--- src/rtl/ultra_pkg.sv ---
// Shared types and constants for the transmit pulse generator channel.
package ultra_pkg;

  localparam int unsigned CFG_W_DEFAULT = 8;

  // A half-period of zero would give a zero-width pulse; it runs as one cycle instead.
  localparam int unsigned HALF_MIN = 1;

  typedef enum logic [2:0] {
    ST_IDLE,
    ST_DELAY,
    ST_POS,
    ST_NEG,
    ST_DAMP,
    ST_DONE
  } tx_state_t;

endpackage

--- src/rtl/tx_pulse_gen_if.sv ---
// Control/config and pulser-drive bundle between a channel controller and one tx_pulse_gen.
interface tx_pulse_gen_if #(
  parameter int unsigned CFG_W = ultra_pkg::CFG_W_DEFAULT
);
  logic             start;
  logic             abort;
  logic [CFG_W-1:0] delay;
  logic [CFG_W-1:0] num_cycles;
  logic [CFG_W-1:0] half_period;
  logic [CFG_W-1:0] damp_cycles;
  logic             tx_pos;
  logic             tx_neg;
  logic             damp;
  logic             rx_trig;
  logic             busy;
  logic             done;

  modport master (
    output start, abort, delay, num_cycles, half_period, damp_cycles,
    input  tx_pos, tx_neg, damp, rx_trig, busy, done
  );

  modport slave (
    input  start, abort, delay, num_cycles, half_period, damp_cycles,
    output tx_pos, tx_neg, damp, rx_trig, busy, done
  );
endinterface

--- src/rtl/tx_pulse_gen_cnt.sv ---
// Loadable down-counter that stops at zero; load wins over enable.
module cfg_down_counter #(
  parameter int unsigned CFG_W = 8
) (
  input  logic             clk,
  input  logic             reset,
  input  logic             load,
  input  logic [CFG_W-1:0] load_val,
  input  logic             en,
  output logic             zero,
  output logic             last
);
  logic [CFG_W-1:0] count;

  always_ff @(posedge clk or negedge reset) begin
    if (!reset) begin
      count <= '0;
    end else if (load) begin
      count <= load_val;
    end else if (en && (count != '0)) begin
      count <= count - CFG_W'(1);
    end
  end

  assign zero = (count == '0);
  assign last = (count == CFG_W'(1));
endmodule

--- src/rtl/tx_pulse_gen.sv ---
// Per-element transmit sequencer: fire delay, bipolar burst, damping, with rx time-zero marker.
module tx_pulse_gen
  import ultra_pkg::*;
#(
  parameter int unsigned CFG_W = CFG_W_DEFAULT
) (
  input logic           clk,
  input logic           reset,
  tx_pulse_gen_if.slave bus
);
  tx_state_t state, state_nx;

  logic [CFG_W-1:0] half_q;
  logic [CFG_W-1:0] half_in;
  logic [CFG_W-1:0] half_load_val;
  logic             accept;
  logic             pos_armed;

  logic dly_en, dly_zero, dly_last;
  logic half_load, half_en, half_zero, half_last;
  logic cyc_en, cyc_zero, cyc_last;
  logic dmp_en, dmp_zero, dmp_last;
  logic unused_flags;

  logic tx_pos_q, tx_neg_q, damp_q, rx_trig_q, busy_q, done_q;

  assign half_in = (bus.half_period == '0) ? CFG_W'(HALF_MIN) : bus.half_period;
  assign accept  = (state == ST_IDLE) && bus.start && !bus.abort;

  cfg_down_counter #(.CFG_W(CFG_W)) u_dly_cnt (
    .clk(clk), .reset(reset), .load(accept), .load_val(bus.delay),
    .en(dly_en), .zero(dly_zero), .last(dly_last)
  );

  cfg_down_counter #(.CFG_W(CFG_W)) u_half_cnt (
    .clk(clk), .reset(reset), .load(half_load), .load_val(half_load_val),
    .en(half_en), .zero(half_zero), .last(half_last)
  );

  cfg_down_counter #(.CFG_W(CFG_W)) u_cyc_cnt (
    .clk(clk), .reset(reset), .load(accept), .load_val(bus.num_cycles),
    .en(cyc_en), .zero(cyc_zero), .last(cyc_last)
  );

  cfg_down_counter #(.CFG_W(CFG_W)) u_dmp_cnt (
    .clk(clk), .reset(reset), .load(accept), .load_val(bus.damp_cycles),
    .en(dmp_en), .zero(dmp_zero), .last(dmp_last)
  );

  assign unused_flags = &{1'b0, dly_zero, half_zero};

  always_ff @(posedge clk or negedge reset) begin
    if (!reset) begin
      state  <= ST_IDLE;
      half_q <= '0;
    end else begin
      state <= state_nx;
      if (accept) half_q <= half_in;
    end
  end

  always_comb begin
    state_nx = state;
    case (state)
      ST_IDLE:  if (accept) state_nx = (bus.delay != '0) ? ST_DELAY : ST_POS;
      ST_DELAY: if (dly_last) state_nx = ST_POS;
      // With N=0 the single POS cycle carries only rx_trig, then the burst is skipped.
      ST_POS: begin
        if (cyc_zero)       state_nx = dmp_zero ? ST_DONE : ST_DAMP;
        else if (half_last) state_nx = ST_NEG;
      end
      ST_NEG: begin
        if (half_last) begin
          if (cyc_last) state_nx = dmp_zero ? ST_DONE : ST_DAMP;
          else          state_nx = ST_POS;
        end
      end
      ST_DAMP:  if (dmp_last) state_nx = ST_DONE;
      ST_DONE:  state_nx = ST_IDLE;
      default:  state_nx = ST_IDLE;
    endcase
    if ((state != ST_IDLE) && bus.abort) state_nx = ST_IDLE;
  end

  always_comb begin
    dly_en        = (state == ST_DELAY);
    half_en       = (state == ST_POS) || (state == ST_NEG);
    half_load     = ((state_nx == ST_POS) && (state != ST_POS)) ||
                    ((state_nx == ST_NEG) && (state != ST_NEG));
    half_load_val = (state == ST_IDLE) ? half_in : half_q;
    cyc_en        = (state == ST_NEG) && half_last;
    dmp_en        = (state == ST_DAMP);
    // Cycle counter is loaded on the accept edge, so from IDLE look at the input directly.
    pos_armed     = (state == ST_IDLE) ? (bus.num_cycles != '0) : !cyc_zero;
  end

  always_ff @(posedge clk or negedge reset) begin
    if (!reset) begin
      tx_pos_q  <= 1'b0;
      tx_neg_q  <= 1'b0;
      damp_q    <= 1'b0;
      rx_trig_q <= 1'b0;
      busy_q    <= 1'b0;
      done_q    <= 1'b0;
    end else begin
      tx_pos_q  <= (state_nx == ST_POS) && pos_armed;
      tx_neg_q  <= (state_nx == ST_NEG);
      damp_q    <= (state_nx == ST_DAMP);
      rx_trig_q <= (state_nx == ST_POS) && ((state == ST_IDLE) || (state == ST_DELAY));
      busy_q    <= (state_nx != ST_IDLE);
      done_q    <= (state_nx == ST_DONE);
    end
  end

  assign bus.tx_pos  = tx_pos_q;
  assign bus.tx_neg  = tx_neg_q;
  assign bus.damp    = damp_q;
  assign bus.rx_trig = rx_trig_q;
  assign bus.busy    = busy_q;
  assign bus.done    = done_q;
endmodule
--- src/flat_wrapper.sv ---
// flat-port wrapper written by rule: the top's interface ports become plain ports
module tx_pulse_gen_flat import ultra_pkg::*;
#(
  parameter int unsigned CFG_W = CFG_W_DEFAULT
)
  (clk, reset, bus_start, bus_abort, bus_delay, bus_num_cycles, bus_half_period, bus_damp_cycles, bus_tx_pos, bus_tx_neg, bus_damp, bus_rx_trig, bus_busy, bus_done);
  tx_pulse_gen_if #(.CFG_W(CFG_W)) bus_i ();
  input logic clk;
  input logic reset;
  input wire logic [$bits(bus_i.start)-1:0] bus_start;
  input wire logic [$bits(bus_i.abort)-1:0] bus_abort;
  input wire logic [$bits(bus_i.delay)-1:0] bus_delay;
  input wire logic [$bits(bus_i.num_cycles)-1:0] bus_num_cycles;
  input wire logic [$bits(bus_i.half_period)-1:0] bus_half_period;
  input wire logic [$bits(bus_i.damp_cycles)-1:0] bus_damp_cycles;
  output wire logic [$bits(bus_i.tx_pos)-1:0] bus_tx_pos;
  output wire logic [$bits(bus_i.tx_neg)-1:0] bus_tx_neg;
  output wire logic [$bits(bus_i.damp)-1:0] bus_damp;
  output wire logic [$bits(bus_i.rx_trig)-1:0] bus_rx_trig;
  output wire logic [$bits(bus_i.busy)-1:0] bus_busy;
  output wire logic [$bits(bus_i.done)-1:0] bus_done;
  assign bus_i.start = bus_start;
  assign bus_i.abort = bus_abort;
  assign bus_i.delay = bus_delay;
  assign bus_i.num_cycles = bus_num_cycles;
  assign bus_i.half_period = bus_half_period;
  assign bus_i.damp_cycles = bus_damp_cycles;
  assign bus_tx_pos = bus_i.tx_pos;
  assign bus_tx_neg = bus_i.tx_neg;
  assign bus_damp = bus_i.damp;
  assign bus_rx_trig = bus_i.rx_trig;
  assign bus_busy = bus_i.busy;
  assign bus_done = bus_i.done;
  tx_pulse_gen #(.CFG_W(CFG_W)) u_core (.clk(clk), .reset(reset), .bus(bus_i));
endmodule
--- config.mk ---
export PLATFORM = sky130hd
export DESIGN_NAME = tx_pulse_gen_flat
export DESIGN_NICKNAME = d
export VERILOG_FILES = /design/src/rtl/ultra_pkg.sv /design/src/rtl/tx_pulse_gen_if.sv /design/src/rtl/tx_pulse_gen_cnt.sv /design/src/rtl/tx_pulse_gen.sv /design/src/flat_wrapper.sv
export SDC_FILE = /design/constraint.sdc
export NUM_CORES = 1
export LEC_CHECK = 0
export ABC_AREA = 1
export CELL_PAD_IN_SITES_DETAIL_PLACEMENT = 1
export CELL_PAD_IN_SITES_GLOBAL_PLACEMENT = 1
export CORE_MARGIN = 2
export CORE_UTILIZATION = 30
export CTS_BUF_LIST = sky130_fd_sc_hd__clkbuf_16
export DETAILED_ROUTE_END_ITERATION = 8
export PLACE_DENSITY = 0.75
export SETUP_SLACK_MARGIN = 0.2
export SLEW_MARGIN = 0
export SYNTH_ARGS = -nofsm -noshare
export SYNTH_HDL_FRONTEND = slang
export SYNTH_SLANG_ARGS = --single-unit
--- constraint.sdc ---
create_clock -name clk -period 1.8 [get_ports clk]
set_clock_uncertainty 0.1 [all_clocks]
set_input_delay 0.36 -clock clk [delete_from_list [all_inputs] [get_ports clk]]
set_output_delay 0.36 -clock clk [all_outputs]
set_load 0.1 [all_outputs]
==> run_results.csv, run 1 <==
group,metric,value,unit
global_routing,grt_antenna_before_repair,0,
logic_synthesis,post_synth_instance_area,3109,um2
clocking,worstSkewPairLatency,310,ps
logic_synthesis,yosys.area.top_type_share,0.3944,
timing,report.final.hold_viol_count,0,
logic_synthesis,synth_common_cells,"104 x nand2_1, 49 x dfrtp_1, 48 x inv_1, 43 x nor2_1, 28 x nand3_1",
route,postRouteAntennaNets,0,
global_routing,gr-usage-all-layers,0.2558,
global_routing,gr-total-overflow,0,
route,dr.first_iter.drc_count,166,
logic_synthesis,synthXorXnorAreaFrac,0.05070,
timing,hold_ws,401.5,ps
finish,postLayoutCoreUtil,0.5786,
timing,grt_setup_unrepaired,"yes",
hold_path,worstHoldPathType,"reg -> reg",
floorplanning,die_width,105.8,um
logic_synthesis,synth_compound_area_frac,0.1191,
logic_synthesis,yosys-mux-area-fraction,0,
route,dr_vias,3927,
finish,seqCellArea,1230,um2
placed_design,detailedPlacementHpwl,7.474,mm
logic_synthesis,synth.top_cells.by_area,"dfrtp_1 39%, nand2_1 13%, inv_1 5.8%, nor2_1 5.2%, ha_1 4.8%",
clocking,cts-buffers-inserted,5,
logic_synthesis,synthDistinctLibCells,36,
floorplanning,core_area,10180,um2
logic_synthesis,synth_top_cell_by_area,"dfrtp_1",
logic_synthesis,largest_family_of_logic_cells_by_synthesized_area,"simple AND/OR/NAND/NOR gates",
floorplanning,die_height,105.8,um
global_routing,first_global_vias,4293,
logic_synthesis,synth_sequential_area_ratio,0.3944,
logic_synthesis,syn-instance-count,409,
power,comb_power_share,0.691,
floorplanning,floorplan.initialDensity,0.3053,
timing,timing.final.crit_period,2249,ps
logic_synthesis,synth-adder-area-share,0.04829,
power,power.share.sequential,0.211,
clocking,cts.path.max_buffers,2,
logic_synthesis,post_synth.cell_area_avg,7.602,um2
worst_setup_path,critical-path-top-delay-family,"simple AND/OR/NAND/NOR gates",
clocking,clkSinkCount,49,
logic_synthesis,number_of_flops_mapped_to_enable_cells_by_yosys,0,
clocking,h-tree-depth,2,
power,peakVddDrop,0.7612,mV
logic_synthesis,synth_warnings,0,
route,detail_route.wl_per_cell,22.85,um
outcome,outcome,"finished with violations",
worst_setup_path,crit_slowest_cell,"dfrtp_2",
worst_setup_path,sequence_of_cells_on_the_critical_path,"inv_2 > nor3_2 > buf_4 > nand2_1 > nand2_2 > nor2_4 > nor2_4 > nand3_4 > nand2_4 > nand2_1 > nand3_1 > nand2_2",
worst_setup_path,crit_type,"reg -> reg",
worst_setup_path,cp_data_required_time,1890,ps
finish,design.final.nets,655,
global_routing,pin_count_of_the_biggest_net_entering_global_routing,50,
finish,area_growth_syn_to_layout,89.54,%
worst_setup_path,timing.critical_path.arrival,2330,ps
power,p_per_area,1672,nW/um2
timing,worst-slew-pin-transition,600.8,ps
power,power.internal,0.005130,W
logic_synthesis,synth-main-ff-cell,"dfrtp_1",
worst_setup_path,timing.critical_path.slowest_cell_delay,420,ps
logic_synthesis,synthArstFlopShare,1.000,
worst_setup_path,timing.critical_path.to_type,"flop",
logic_synthesis,synth_seq_cells,49,
finish,fillerInstances,1160,
outcome,failing_checks,"setup timing",
route,routed_wirelength,16.95,mm
power,share_clk_of_total_power,0.097,
worst_setup_path,crit_path_max_fanout,6,
run,max_capacitance_violation_total,0,
logic_synthesis,synthesized_nets,457,
global_routing,grt_pass1_wl,22.08,mm
clocking,tritoncts,"done",
timing,post-route-period-util,1.249,
floorplanning,ports,42,
route,drt-vias-per-instance,5.292,
clocking,clk_pin_slew_worst_paths,70,ps
placed_design,place_worst_setup_slack,-736.4,ps
logic_synthesis,synth_simple_gate_area_frac,0.3123,
timing,worst_slack,-448.9,ps
finish,multiInputGateArea,2285,um2
finish,layout-drive-gt1-share,0.5248,
timing,fin_setup_tns,-8799,ps
timing,slew_violations,0,
floorplanning,placement_rows,37,
worst_setup_path,setup.worst_path.start_class,"flop",
timing,slew-limit-headroom,0.5958,
placed_design,place.port_buffers,41,
floorplanning,design.die.area,11190,um2
worst_setup_path,timing.critical_path.buf_inv,2,
logic_synthesis,yosys.cell_count.top_type,"nand2_1",
route,drc,0,
placed_design,globalplace.congestion,0.8581,
power,power_switching_share,0.4795,
timing,finalSetupViolations,47,
power,p_switching,0.004726,W
timing,fmaxAchievable,444.7,MHz
route,detailed_router_iteration_count_before_antenna_repair,4,
clocking,ctsRootBufferMaster,"clkbuf_16",
finish,num_antenna_cells,0,
power,p_leak,2.756,nW
==> final timing paths <==
path | from | endpoint | slack (ps) | cells past startpoint
worst max-delay path | u_core.state[0]$_DFF_PN0_ | u_core.u_half_cnt.count[1]$_DFFE_PN0P_ | -450 | 12
worst min-delay path | u_core.half_q[3]$_DFFE_PN0P_ | u_core.half_q[3]$_DFFE_PN0P_ | 400 | 2
worst max register to register | u_core.state[0]$_DFF_PN0_ | u_core.u_half_cnt.count[1]$_DFFE_PN0P_ | -450 | 12
worst min register to register | u_core.half_q[3]$_DFFE_PN0P_ | u_core.half_q[3]$_DFFE_PN0P_ | 400 | 2
max in group asynchronous | reset | u_core.u_cyc_cnt.count[0]$_DFFE_PN0P_ | 840 | 3
min in group asynchronous | reset | u_core.u_cyc_cnt.count[1]$_DFFE_PN0P_ | 480 | 3
==> metrics by stage <==
step,total power [W],cells,cell area [um2]
CTS,0.008307,717,5420
detailed placement,0.006208,663,4423
finish,0.009856,742,5893
global placement,0.005971,663,4423
floorplan,0.004234,409,3147
global route,0.01030,742,5893
==> power groups by stage <==
stage	Sequential (W)	Combinational [W]	Clock, W
floorplan	0.00210	0.00213	0
global placement	0.00189	0.00408	0
detailed placement	0.00193	0.00428	0
CTS	0.00194	0.00544	0.000925
global route	0.00212	0.00717	0.00101
finish	0.00208	0.00681	0.000958
==> routing by layer <==
layer / wire length, um / GRT usage / share of wire / vias up
li1: - / - / - / 1726
met1: 6361 / 0.2622 / 0.38 / 1990
met2: 8985 / 0.5014 / 0.53 / 143
met3: 739 / 0.03772 / 0.044 / 68
met4: 867 / 0.1165 / 0.051 / 0
met5: 0 / 0.02381 / 0 / -
==> logic make-up (layout without fill, tap and decap cells) <==
| family | count (synthesis) | in the layout |
|---|---|---|
| adder cells (fa/ha/maj) | 12 | 12 |
| XOR/XNOR | 18 | 18 |
| AO/OA/AOI/OAI | 59 | 59 |
| buffers and inverters | 62 | 256 |
| flip-flops | 49 | 49 |
| AND/OR/NAND/NOR | 209 | 212 |
==> flip-flops by register name, summed over array words and instances (netlist names) <==
signal and cells:
u_core.bus.damp 1, u_core.bus.tx_neg 1, u_core.u_dmp_cnt.count 8, u_core.bus.tx_pos 1, u_core.u_half_cnt.count 8, u_core.half_q 8
u_core.u_cyc_cnt.count 8, u_core.bus.done 1, u_core.bus.busy 1, u_core.state 3, u_core.bus.rx_trig 1, u_core.u_dly_cnt.count 8
==> cells in the final DEF, fill, tap and decap left out, types with 6 or more instances in the layout <==
| master | count |
|---|---|
| nor2_1 | 23 |
| dfrtp_1 | 46 |
| buf_4 | 119 |
| buf_12 | 10 |
| clkdlybuf4s50_1 | 26 |
| nand2_1 | 64 |
| nand3_4 | 6 |
| nor2_2 | 10 |
| nand2_2 | 34 |
| inv_1 | 33 |
| nor2_4 | 21 |
| nand3_1 | 18 |
| o21ai_1 | 11 |
| buf_6 | 24 |
| dlygate4sd2_1 | 8 |
| nand2_4 | 14 |
| xor2_1 | 8 |
| inv_2 | 18 |
| o211ai_1 | 12 |
| nand3_2 | 10 |
| xnor2_1 | 9 |
| o21ai_0 | 8 |
==> area by class of cell <==
cell class / instances / share of cell area
repair buffers: 195 / 0.3138
clock buffers: 5 / 0.02123
multi-input cells: 301 / 0.3877
inverters: 55 / 0.03885
flip-flops and latches: 49 / 0.2087
well taps: 136 / 0.02887
clock inverters: 1 / 0.0008493
==> timing repair <==
action | CTS | global route
endpoints found under the hold margin | 49 | 0
endpoints found under the setup margin | 47 | 49
setup buffers | 40 | 25
pin swaps | 51 | 47
hold buffers | 1 | 0
gates resized for setup | 144 | 71
cloned | 7 | 0
==> worst min-delay path, delay by kind of cell (launching register included) <==
family          cells  cell delay (ps)
compound gates      1               60
flops               1              360
simple gates        1               50
(Power assumes the default switching activity.)
==> inputs of run 2 (changes only) <==
- DONT_BUFFER_PORTS: not set -> 1
- PLACE_DENSITY: 0.75 -> 0.67
==> run 2 against run 1 <==
- the run ends with hold timing, setup timing left
- setup slack better by 110 ps
- total power decreased by 12%
- die area did not move
- routed wire length is 25% lower
- count of clock-buffer cells in the layout unchanged
- sequential power down 3%
- worst hold slack lost 750 ps
- sequential share of layout area is 3.3 points higher
- cell area down 14%
- clock power fell by 1%
- sequential cell count unchanged
- core utilization down 7.9 points
- critical path type unchanged
- largest power group unchanged
==> run_results.csv, run 2 (synthesis results as in run 1) <==
group,metric,value,unit
outcome,outcome,"finished with violations",
outcome,failing_checks,"hold timing, setup timing",
timing,post-route-period-util,1.187,
route,detailed_router_iteration_count_before_antenna_repair,4,
worst_setup_path,timing.critical_path.to_type,"flop",
worst_setup_path,count_of_cells_along_the_worst_register_to_register_path,12,
floorplanning,ports,42,
route,postRouteAntennaNets,0,
worst_setup_path,cp_data_required_time,1880,ps
clocking,tritoncts,"done",
global_routing,first_global_vias,3286,
clocking,cts.path.max_buffers,2,
placed_design,detailedPlacementHpwl,6.792,mm
power,share_clk_of_total_power,0.109,
timing,finalSetupViolations,28,
clocking,worstSkewPairLatency,300,ps
timing,worst-slew-pin-transition,440.6,ps
route,drt-vias-per-instance,5.036,
floorplanning,design.die.area,11190,um2
worst_setup_path,worstReg2RegStart,"u_core.u_dly_cnt.count[4]$_DFFE_PN0P_",
power,comb_power_share,0.658,
worst_setup_path,timing.critical_path.arrival,2220,ps
clocking,clk_pin_slew_worst_paths,70,ps
timing,hold_ws,-348.5,ps
run,max_capacitance_violation_total,0,
global_routing,grt_pass1_wl,15.59,mm
floorplanning,die_width,105.8,um
route,dr_vias,3364,
timing,grt_setup_unrepaired,"yes",
worst_setup_path,setup.worst_path.start_class,"flop",
finish,area_growth_syn_to_layout,63.50,%
global_routing,pin_count_of_the_biggest_net_entering_global_routing,50,
power,p_per_area,1708,nW/um2
global_routing,gr-total-overflow,0,
power,power.internal,0.004640,W
route,dr.first_iter.drc_count,142,
finish,layout_commonest_cell,"buf_4",
global_routing,grt_antenna_before_repair,0,
finish,layout-drive-gt1-share,0.5150,
finish,fillerInstances,1208,
global_routing,gr-usage-all-layers,0.1742,
floorplanning,core_area,10180,um2
clocking,cts-buffers-inserted,5,
floorplanning,floorplan.initialDensity,0.3053,
timing,worst_slack,-337.3,ps
floorplanning,placement_rows,37,
worst_setup_path,worst_setup_path_startpoint,"u_core.u_dly_cnt.count[4]$_DFFE_PN0P_",
worst_setup_path,crit_path_max_fanout,7,
route,detail_route.wl_per_cell,19.13,um
finish,most-common-layout-cells,"92 x buf_4, 68 x nand2_1, 45 x dfrtp_1",
clocking,clkSinkCount,49,
route,drc,0,
power,report.power.total,0.008681,W
power,power_switching_share,0.4654,
finish,num_antenna_cells,0,
timing,timing.final.crit_period,2137,ps
timing,fmaxAchievable,467.9,MHz
floorplanning,die_height,105.8,um
finish,design.final.nets,579,
power,power.share.sequential,0.233,
placed_design,globalplace.congestion,0.8639,
clocking,h-tree-depth,2,
hold_path,worstHoldPathType,"in -> async",
clocking,ctsRootBufferMaster,"clkbuf_16",
power,p_switching,0.004040,W
timing,slew_violations,0,
power,peakVddDrop,0.6731,mV
power,p_leak,2.358,nW
timing,fin_setup_tns,-3844,ps
timing,slew-limit-headroom,0.7049,
placed_design,place.port_buffers,0,
worst_setup_path,crit_type,"reg -> reg",
timing,report.final.hold_viol_count,49,
route,routed_wirelength,12.78,mm
-- run 2: repair_timing --
action,4_1_cts,5_1_grt
setup buffers,10,29
resized for setup,58,136
pin swaps,13,47
setup endpoints to repair,48,48
hold endpoints to repair,49,49
gates cloned,4,3
-- run 2: final cells by class --
cell class	instances	area, um2	area share
multi-input cells	301	2236	0.4398
flip-flops and latches	49	1231	0.2422
repair buffers	119	1080	0.2124
clock buffers	5	125.1	0.02461
well taps	136	170.2	0.03347
inverters	55	229.0	0.04504
clock inverters	3	12.51	0.002461
-- run 2: through the flow --
| step | util | setup WS [ps] | instances | cell area [um2] |
|---|---|---|---|---|
| floorplan | - | -36.42 | 409 | 3147 |
| global placement | 0.3790 | -147.5 | 614 | 3860 |
| detailed placement | 0.3790 | -257.5 | 614 | 3860 |
| CTS | 0.4178 | -182.4 | 636 | 4255 |
| global route | 0.4991 | -458.8 | 668 | 5084 |
| finish | 0.4991 | -337.3 | 668 | 5084 |
-- run 2: worst paths after layout --
| kind | to | slack (ps) |
|---|---|---|
| worst min register to register | u_core.half_q[6]$_DFFE_PN0P_ | 400 |
| worst max-delay path | u_core.u_half_cnt.count[2]$_DFFE_PN0P_ | -340 |
| worst max register to register | u_core.u_half_cnt.count[2]$_DFFE_PN0P_ | -340 |
| max in group asynchronous | u_core.state[0]$_DFF_PN0_ | 1850 |
| min in group clk | u_core.u_cyc_cnt.count[0]$_DFFE_PN0P_ | 110 |
| worst min-delay path | u_core.u_dly_cnt.count[7]$_DFFE_PN0P_ | -350 |
-- run 2: critical path, stage by stage (launching register included) --
cell	delay (ps)
dfrtp_1	420
nor2_2	170
nand2_2	120
o21ai_2	200
nand2_1	110
nor2_2	110
nand2_2	80
nor2_4	170
nand3_4	150
nand3_4	190
inv_6	60
nand2_1	70
nand2_1	70
-- run 2: power groups by stage --
| stage | logic [W] | registers [W] | clock network, W |
|---|---|---|---|
| 2_1_floorplan | 0.00213 | 0.00210 | 0 |
| 3_3_place_gp | 0.00375 | 0.00189 | 0 |
| 3_5_place_dp | 0.00386 | 0.00191 | 0 |
| 4_1_cts | 0.00422 | 0.00191 | 0.000955 |
| 5_1_grt | 0.00617 | 0.00207 | 0.00100 |
| 6_report | 0.00571 | 0.00202 | 0.000947 |
-- run 2: metal layers --
metal | global-route usage | up-vias | routed length (um)
li1 | - | 1573 | -
met1 | 0.2170 | 1684 | 5245
met2 | 0.3138 | 83 | 6798
met3 | 0.02907 | 24 | 457
met4 | 0.03947 | 0 | 276
met5 | 0 | - | 0
==> inputs of run 3 (changes only) <==
- CORE_UTILIZATION: 30 -> 42
- PLACE_DENSITY: 0.67 -> 0.86
- REMOVE_ABC_BUFFERS: not set -> 1
==> run 3 against run 2 <==
- the flow now stops in global routing
- area after synthesis stayed put
- synthesized cell count did not move
==> run_results.csv, run 3 <==
group,metric,value,unit
logic_synthesis,synthDistinctLibCells,36,
clocking,clkSinkCount,49,
logic_synthesis,synthArstFlopShare,1.000,
logic_synthesis,yosys.cell_count.top_type,"nand2_1",
logic_synthesis,synth_warnings,0,
logic_synthesis,synth_common_cells,"104 x nand2_1, 49 x dfrtp_1, 48 x inv_1, 43 x nor2_1, 28 x nand3_1",
floorplanning,die_height,90.04,um
global_routing,pin_count_of_the_biggest_net_entering_global_routing,50,
placed_design,detailedPlacementHpwl,7.535,mm
logic_synthesis,yosys.area.top_type_share,0.3944,
outcome,stop_stage,"global routing",
clocking,ctsRootBufferMaster,"clkbuf_16",
outcome,outcome,"did not finish",
logic_synthesis,synth_top_cell_by_area,"dfrtp_1",
logic_synthesis,synth_sequential_area_ratio,0.3944,
clocking,cts.path.max_buffers,2,
placed_design,place_worst_setup_slack,-351.1,ps
placed_design,place.port_buffers,0,
floorplanning,placement_rows,31,
outcome,run.stop_error,"[ERROR DPL-0033] detailed placement checks failed during check placement.",
placed_design,globalplace.congestion,0.8642,
timing,worstEndpointGrtRepair,"u_core.u_half_cnt.count[0]$_DFFE_PN0P_/D",
logic_synthesis,post_synth_instance_area,3109,um2
logic_synthesis,syn-instance-count,409,
floorplanning,die_width,90.04,um
logic_synthesis,synth-main-ff-cell,"dfrtp_1",
floorplanning,ports,42,
logic_synthesis,synth.top_cells.by_area,"dfrtp_1 39%, nand2_1 13%, inv_1 5.8%, nor2_1 5.2%, ha_1 4.8%",
clocking,h-tree-depth,2,
logic_synthesis,number_of_flops_mapped_to_enable_cells_by_yosys,0,
floorplanning,floorplan.initialDensity,0.4310,
logic_synthesis,synth_seq_cells,49,
placed_design,placedInstanceArea,3864,um2
logic_synthesis,post_synth.cell_area_avg,7.602,um2
timing,worstEpCategory,"register data pin",
clocking,cts-buffers-inserted,5,
global_routing,grt_antenna_before_repair,0,
[run 3: cell counts after synthesis]
Identical to the previous run, type by type.
[run 3: what timing repair did]
action                                 in CTS
endpoints found under the hold margin      49
pin swaps                                  45
cloned                                      4
setup endpoints to repair                  48
gates resized for setup                   155
buffers inserted                           36
[run 3: cells by family after synthesis]
family / after synthesis / synth area share
AND/OR/NAND/NOR: 209 / 0.3123
AO/OA/AOI/OAI: 59 / 0.1191
buffers and inverters: 62 / 0.07525
XOR/XNOR: 18 / 0.05071
adder cells (fa/ha/maj): 12 / 0.04829
flip-flops: 49 / 0.3944
[run 3: metrics by stage]
| step | utilization | std cells |
|---|---|---|
| 4_1_cts | 0.6785 | 635 |
| 3_5_place_dp | 0.5356 | 587 |
| 3_3_place_gp | 0.5356 | 587 |
| 2_1_floorplan | - | 402 |
==> inputs of run 4 (changes only) <==
- CELL_PAD_IN_SITES_DETAIL_PLACEMENT: 1 -> not set
- CELL_PAD_IN_SITES_GLOBAL_PLACEMENT: 1 -> not set
- CORE_UTILIZATION: 42 -> 40
- CTS_BUF_LIST: sky130_fd_sc_hd__clkbuf_16 -> not set
- PLACE_DENSITY: 0.86 -> not set
- PLACE_DENSITY_LB_ADDON: not set -> 0.15
- SETUP_SLACK_MARGIN: 0.2 -> not set
- clock period: 1.8 -> 2.35 ns (I/O delays scaled with it)
==> run 4 against run 3 <==
- the run now ends clean
==> run_results.csv, run 4 (synthesis results as in run 1) <==
group,metric,value,unit
global_routing,first_global_vias,2552,
floorplanning,core_area,7647,um2
placed_design,detailedPlacementHpwl,5.102,mm
route,routed_wirelength,6.990,mm
route,drt-vias-per-instance,4.903,
global_routing,gr-usage-all-layers,0.1768,
power,p_per_area,1258,nW/um2
run,max_capacitance_violation_total,0,
finish,layout_commonest_cell,"nand2_1",
floorplanning,floorplan.initialDensity,0.4066,
finish,fillerInstances,793,
global_routing,gr-total-overflow,0,
clocking,cts.path.max_buffers,2,
timing,hold_ws,203.4,ps
finish,most-common-layout-cells,"104 x nand2_1, 49 x dfrtp_1, 48 x inv_1",
global_routing,grt_pass1_wl,12.00,mm
timing,fin_setup_tns,0,ps
clocking,clk_pin_slew_worst_paths,100,ps
worst_setup_path,crit_type,"reg -> reg",
worst_setup_path,timing.critical_path.to_type,"flop",
route,detail_route.wl_per_cell,13.34,um
route,detailed_router_iteration_count_before_antenna_repair,4,
timing,grt_setup_unrepaired,"no",
clocking,clkSinkCount,49,
timing,slew_violations,0,
power,peakVddDrop,0.5084,mV
timing,finalSetupViolations,0,
hold_path,worstHoldPathType,"in -> reg",
placed_design,placedCellCount,514,
worst_setup_path,crit_path_max_fanout,10,
timing,slew-limit-headroom,0.6778,
finish,final_cell_count_without_fillers,524,
clocking,worstSkewPairLatency,310,ps
route,postRouteAntennaNets,0,
route,dr.first_iter.drc_count,137,
timing,timing.final.crit_period,2200,ps
global_routing,grt_antenna_before_repair,0,
finish,final_design_area_no_fill,3457,um2
floorplanning,placement_rows,32,
finish,num_antenna_cells,0,
floorplanning,design.die.area,8494,um2
timing,report.final.hold_viol_count,0,
placed_design,globalplace.congestion,0.8708,
floorplanning,ports,42,
worst_setup_path,setup.worst_path.start_class,"flop",
finish,layout-drive-gt1-share,0.1256,
timing,post-route-period-util,0.9361,
clocking,h-tree-depth,2,
worst_setup_path,cp_data_required_time,2450,ps
finish,area_growth_syn_to_layout,11.19,%
floorplanning,die_height,92.17,um
floorplanning,die_width,92.17,um
clocking,ctsRootBufferMaster,"clkbuf_8",
finish,design.final.nets,469,
worst_setup_path,timing.critical_path.arrival,2300,ps
route,dr_vias,2569,
timing,fmaxAchievable,454.6,MHz
clocking,tritoncts,"done",
clocking,cts-buffers-inserted,5,
outcome,outcome,"completed",
timing,worst-slew-pin-transition,478.9,ps
placed_design,placedInstanceArea,3284,um2
route,drc,0,
global_routing,pin_count_of_the_biggest_net_entering_global_routing,50,
power,p_leak,1.641,nW
placed_design,place.port_buffers,0,
-- run 4: timing repair --
action | in CTS | in global routing
buffers inserted | 0 | 0
hold buffers | 2 | 0
gates resized for setup | 0 | 3
endpoints found under the setup margin | 0 | 10
endpoints found under the hold margin | 49 | 0
-- run 4: final timing paths --
kind / startpoint / end / slack (ps) / depth (start not counted)
max in group asynchronous: reset / u_core.u_cyc_cnt.count[0]$_DFFE_PN0P_ / 1360 / 2
max: u_core.u_cyc_cnt.count[1]$_DFFE_PN0P_ / u_core.u_half_cnt.count[4]$_DFFE_PN0P_ / 150 / 13
min reg2reg: u_core.half_q[5]$_DFFE_PN0P_ / u_core.half_q[5]$_DFFE_PN0P_ / 390 / 2
min: bus_num_cycles[2] / u_core.u_cyc_cnt.count[2]$_DFFE_PN0P_ / 200 / 2
max reg2reg: u_core.u_cyc_cnt.count[1]$_DFFE_PN0P_ / u_core.u_half_cnt.count[4]$_DFFE_PN0P_ / 150 / 13
min in group asynchronous: reset / u_core.u_dly_cnt.count[7]$_DFFE_PN0P_ / 570 / 2
-- run 4: per-stage QoR --
| step | total power, W | worst slack (ps) | util |
|---|---|---|---|
| floorplan | 0.003163 | 326.2 | - |
| global placement | 0.003636 | 240.5 | 0.4295 |
| detailed placement | 0.003663 | 195.9 | 0.4295 |
| CTS | 0.004361 | 164.0 | 0.4501 |
| global route | 0.004773 | 6.149 | 0.4521 |
| finish | 0.004348 | 150.2 | 0.4521 |
-- run 4: area by class of cell --
cell class,instances,area (um2),share of cell area
Sequential cell,49,1226,0.3547
Tap cell,102,127.6,0.03692
Inverter,55,206.4,0.05972
Clock buffer,6,82.58,0.02389
Timing Repair Buffer,12,112.6,0.03257
Multi-Input combinational cell,298,1664,0.4814
Clock inverter,2,37.54,0.01086
-- run 4: metal layers --
layer	share of wire	global-route usage
met1	0.48	0.2409
met2	0.46	0.2880
met3	0.040	0.03287
met4	0.014	0.04975
met5	0	0
-- run 4: critical path, cell delays in order (launching register included) --
cell     delay [ps]
dfrtp_1         410
inv_1           130
ha_1            160
nand2_1          70
nor2_1          180
nand2_1         130
a21oi_4         200
inv_2            50
nand2_2         120
nand3_4         170
nand2_4         170
nand2_1          80
nand3_1          70
nand2_1          50
-- run 4: power breakdown --
group / internal, W / switching (W)
Combinational: 0.000770 / 0.00140
Clock: 0.000347 / 0.000304
Sequential: 0.00122 / 0.000310
Total: 0.00233 / 0.00201
